<file path="config.mk">
export PLATFORM = sky130hd
export DESIGN_NAME = kmap_sweep_ctrl
export DESIGN_NICKNAME = d
export VERILOG_FILES = /design/src/rtl/kmap_sweep_ctrl.sv
export SDC_FILE = /design/constraint.sdc
export NUM_CORES = 1
export LEC_CHECK = 0
export CAP_MARGIN = 20
export CORE_MARGIN = 3
export CORE_UTILIZATION = 45
export CTS_BUF_LIST = sky130_fd_sc_hd__clkbuf_8 sky130_fd_sc_hd__clkbuf_16
export CTS_CLUSTER_DIAMETER = 120
export CTS_CLUSTER_SIZE = 20
export DETAILED_ROUTE_END_ITERATION = 6
export PLACE_DENSITY = 0.71
export SETUP_SLACK_MARGIN = 0.1
export SYNTH_ARGS = -nofsm -noshare
export SYNTH_HDL_FRONTEND = slang
export SYNTH_SLANG_ARGS = --single-unit
</file>
<file path="constraint.sdc">
create_clock -name clk -period 6.4 [get_ports clk]
set_clock_uncertainty 0.15 [all_clocks]
set_input_delay 1.6 -clock clk [delete_from_list [all_inputs] [get_ports clk]]
set_output_delay 1.6 -clock clk [all_outputs]
set_load 0.01 [all_outputs]
</file>
<file path="src/rtl/kmap_sweep_ctrl.sv">
// kmap_sweep_ctrl
// Walks a 4-input combinational block through every input vector and holds
// each vector for SETTLE+1 cycles. On the last cycle of each vector it
// records f into a truth table, counts the ones, and flags the first entry
// that differs from the table latched at start.
module kmap_sweep_ctrl #(
    parameter int N_IN   = 4,
    parameter int SETTLE = 1
) (
    input  logic                 clk,
    input  logic                 rst_n,
    input  logic                 start,
    input  logic                 abort,
    input  logic [2**N_IN-1:0]   expected,
    output logic [N_IN-1:0]      dut_in,
    input  logic                 dut_out,
    output logic                 busy,
    output logic                 done,
    output logic [2**N_IN-1:0]   truth,
    output logic [N_IN:0]        ones_cnt,
    output logic                 mismatch,
    output logic [N_IN-1:0]      fail_idx
);

    localparam int              N_VEC     = 2**N_IN;
    localparam logic [N_IN-1:0] LAST_IDX  = N_IN'(N_VEC - 1);
    localparam logic [3:0]      SETTLE_LD = 4'(SETTLE);

    typedef enum logic [1:0] {
        ST_IDLE,
        ST_SETTLE,
        ST_SAMPLE,
        ST_DONE
    } state_t;

    // With no settle cycles every vector lives entirely in SAMPLE.
    localparam state_t FIRST_ST = (SETTLE == 0) ? ST_SAMPLE : ST_SETTLE;

    state_t             state_reg,    state_next;
    logic [N_IN-1:0]    idx_reg,      idx_next;
    logic [3:0]         wait_reg,     wait_next;
    logic [N_VEC-1:0]   exp_reg,      exp_next;
    logic [N_VEC-1:0]   truth_reg,    truth_next;
    logic [N_IN:0]      ones_reg,     ones_next;
    logic               mismatch_reg, mismatch_next;
    logic [N_IN-1:0]    fail_reg,     fail_next;

    logic               accept;
    logic               capture;

    // A sweep begins only from IDLE; abort suppresses both start and capture.
    assign accept  = (state_reg == ST_IDLE)   && start && !abort;
    assign capture = (state_reg == ST_SAMPLE) && !abort;

    // Per-entry truth-table update: cleared on accept, written when its index is sampled.
    generate
        for (genvar gi = 0; gi < N_VEC; gi++) begin : g_truth
            assign truth_next[gi] = accept ? 1'b0 :
                                    (capture && (idx_reg == N_IN'(gi))) ? dut_out :
                                    truth_reg[gi];
        end
    endgenerate

    // Next-state and result-register update.
    always_comb begin
        state_next    = state_reg;
        idx_next      = idx_reg;
        wait_next     = wait_reg;
        exp_next      = exp_reg;
        ones_next     = ones_reg;
        mismatch_next = mismatch_reg;
        fail_next     = fail_reg;

        case (state_reg)
            ST_IDLE: begin
                if (accept) begin
                    exp_next      = expected;
                    idx_next      = '0;
                    wait_next     = SETTLE_LD;
                    ones_next     = '0;
                    mismatch_next = 1'b0;
                    fail_next     = '0;
                    state_next    = FIRST_ST;
                end
            end
            ST_SETTLE: begin
                if (abort) begin
                    state_next = ST_IDLE;
                    idx_next   = '0;
                end else begin
                    wait_next = wait_reg - 4'd1;
                    if (wait_reg <= 4'd1) begin
                        state_next = ST_SAMPLE;
                    end
                end
            end
            ST_SAMPLE: begin
                if (abort) begin
                    state_next = ST_IDLE;
                    idx_next   = '0;
                end else begin
                    ones_next = ones_reg + {{N_IN{1'b0}}, dut_out};
                    if ((dut_out != exp_reg[idx_reg]) && !mismatch_reg) begin
                        mismatch_next = 1'b1;
                        fail_next     = idx_reg;
                    end
                    if (idx_reg == LAST_IDX) begin
                        state_next = ST_DONE;
                    end else begin
                        idx_next   = idx_reg + 1'b1;
                        wait_next  = SETTLE_LD;
                        state_next = FIRST_ST;
                    end
                end
            end
            ST_DONE: begin
                state_next = ST_IDLE;
                idx_next   = '0;
            end
            default: begin
                state_next = ST_IDLE;
                idx_next   = '0;
            end
        endcase
    end

    // State and result registers.
    always_ff @(posedge clk or negedge rst_n) begin
        if (!rst_n) begin
            state_reg    <= ST_IDLE;
            idx_reg      <= '0;
            wait_reg     <= '0;
            exp_reg      <= '0;
            truth_reg    <= '0;
            ones_reg     <= '0;
            mismatch_reg <= 1'b0;
            fail_reg     <= '0;
        end else begin
            state_reg    <= state_next;
            idx_reg      <= idx_next;
            wait_reg     <= wait_next;
            exp_reg      <= exp_next;
            truth_reg    <= truth_next;
            ones_reg     <= ones_next;
            mismatch_reg <= mismatch_next;
            fail_reg     <= fail_next;
        end
    end

    // Outputs are pure decodes of registered state.
    assign busy     = (state_reg == ST_SETTLE) || (state_reg == ST_SAMPLE);
    assign done     = (state_reg == ST_DONE);
    assign dut_in   = busy ? idx_reg : '0;
    assign truth    = truth_reg;
    assign ones_cnt = ones_reg;
    assign mismatch = mismatch_reg;
    assign fail_idx = fail_reg;

endmodule
</file>
==> impl_metrics.toml <==
[status]
status = "finished, final reports clean"

[timing]
rsz0062_at_grt = "no"
hold_violations = 0
fmax_mhz = 272.8
slew_headroom_pct = 47.90
report.final.slew_viol_count = 0
fin_crit_ns = 3.665
finalSetupViolCount = 0
worst_pin_slew_ns = 0.7791
tns_ns = 0
period_share_pct = 57.27

[worst_setup_path]
path_cells = "and2_2 > clkdlybuf4s50_1"
cp_data_required_time_ns = 4.65
worstSetupEndpointType = "primary output"
slowest_stage = "dfrtp_1"
crit_type = "register to primary output"
start_kind = "register"
cp.arrival_ns = 1.92
crit_family = "flip-flops"
max_stage_delay_ns = 0.83
crit_buf_inv = 1
cp_max_fo = 15

[drt]
wl_per_cell_um = 14.14
ant_nets = 0
wl_um = 5685
drt_iter0_drc = 178
vias = 2066
via_per_inst = 5.139
firstDrtPassIters = 4
drc = 0

[global_routing]
grt_usage_pct = 17.26
grt_pass1_wl_um = 9818
grt-ovfl-total = 0
antenna_found_initial = 0
grt_pass1_vias = 2082
grt_max_degree = 53

[cells_and_area]
final_cell_mix = "nand2_1, dfrtp_1, clkdlybuf4s50_1"
stdcell_count = 402
drive_gt1_share_pct = 5.455
nNetsFinal = 362
synthToLayoutAreaGrowth_pct = 23.38
utilization_pct = 59.10
layout_commonest_cell = "nand2_1"
n_antenna_cell = 0
fin_area_um2 = 3334

[yosys]
synth_compound_area_share_pct = 7.407
synthMuxAreaShare_pct = 11.99
synth_area_um2 = 2703
synth_top_family_by_area = "simple AND/OR/NAND/NOR gates"
synth_simple_gate_area_share_pct = 21.67
yosysTopAreaCellShare_pct = 48.15
synth_cell_types = 38
synth.largest_area_cell = "dfrtp_1"
synth-adder-area-share_pct = 5.556
ys_ff_latch = 52
synth_nets = 316
avgSynthCellArea_um2 = 9.550
ys_seq_area_share_pct = 48.15
postSynthCellCount = 283
synthXorXnorAreaFrac_pct = 0.9722
synth.yosys.warnings = 0
synthTopCellsByArea = "dfrtp_1, mux2i_1, nand2_1, ha_1, nor2_1"

[clocking]
cts_tree = "done"
numCtsBuffers = 5
clk_pin_slew_ns = 0.09
cts_max_level = 2
cts_setup_buffers = 0
cts_buffer_depth = 2
cts_root_buf = "clkbuf_8"
cts_sinks = 52
cts_resized = 0
postCtsHoldBufs = 0
insertion_delay_ns = 0.30

[floorplanning]
initial_utilization_pct = 47.90
rows = 27
fp.dieW_um = 83.50
fp.coreArea_um2 = 5642
num_io_pins = 53
dieArea_um2 = 6971
die_h_um = 83.50

[placed_design]
dp_cells = 394
place_area_um2 = 3244
dp_hpwl_um = 3873
io_buffers = 52
gp_congestion = 0.7538

[power]
p_per_area_nw_per_um2 = 300.6
p_leak_nw = 1.494
vdd_drop_max_uv = 229.4
power_w = 0.001002

[run]
maxCapViolations = 0

[min_path]
hold_class = "register to register"
-- kinds of logic after synthesis --
family | after synthesis
fa+ha+maj | 12
simple gates | 135
compound gates | 28
buf+inv | 24
xor+xnor | 3
flops | 52
mux | 29
-- worst reg2reg max path, stage by stage, from the launching register on --
cell and delay [ns]:
dfrtp_1 0.40, inv_1 0.11, ha_1 0.37, nand3b_1 0.61
a22o_1 0.55, nor3_1 0.20, a21oi_1 0.05, o21ai_0 0.15
-- metal layers --
layer	GRT usage (%)	part of all wire, %	wire length (um)
met1	24.49	48	2730
met2	27.19	46	2634
met3	3.554	4.4	250
met4	4.386	1.2	70
met5	0	0	0
-- stage by stage --
step / hold slack (ns) / setup WS (ns)
finish: 0.3295 / 2.735
global route: 0.3455 / 2.593
CTS: 0.3340 / 2.752
detailed placement: 0.3127 / 2.443
global placement: 0.3103 / 2.535
floorplan: 0.2950 / 3.489
-- final cells by class --
class,count,area [um^2]
Timing Repair Buffer,54,530.5
Tap cell,72,90.09
Fill cell,476,2307
Multi-Input combinational cell,207,1289
Sequential cell,52,1301
Clock buffer,6,82.58
Inverter,9,33.78
Clock inverter,2,7.507
-- Yosys cell counts (all sizes together) --
cell type  count
nand3          3
and2           4
inv            9
nor2          38
a21o           2
a41o           1
nand2         64
mux4           2
nor3b          1
nand4          4
o32ai          1
a31o           1
dfrtp         52
mux2i         26
or3            2
o32a           1
nand3b         1
nor4bb         1
o311a          1
buf            4
mux2           1
o21ai          7
nor2b          1
clkbuf        11
a21oi          6
ha            12
nor3           8
a22o           7
nand2b         7
o31ai          1
xor2           3
nor4b          1
-- power by group --
group	internal [W]	switching (W)	total, W
Combinational	0.000162	0.000199	0.000361
Sequential	0.000402	0.0000517	0.000453
Clock	0.0000852	0.000102	0.000188
Total	0.000649	0.000353	0.00100
-- worst paths after layout --
kind                         startpoint     endpoint  slack, ns  depth (start not counted)
hold / removal              exp_reg[15]  exp_reg[15]       0.33                          2
max in group asynchronous         rst_n     truth[9]       4.42                          2
min in group asynchronous         rst_n  exp_reg[13]       1.25                          2
hold reg to reg             exp_reg[15]  exp_reg[15]       0.33                          2
setup / recovery             idx_reg[1]    dut_in[1]       2.73                          2
setup reg to reg           state_reg[1]   idx_reg[3]       3.72                          7
No activity file was read; power rests on OpenSTA's default activity.
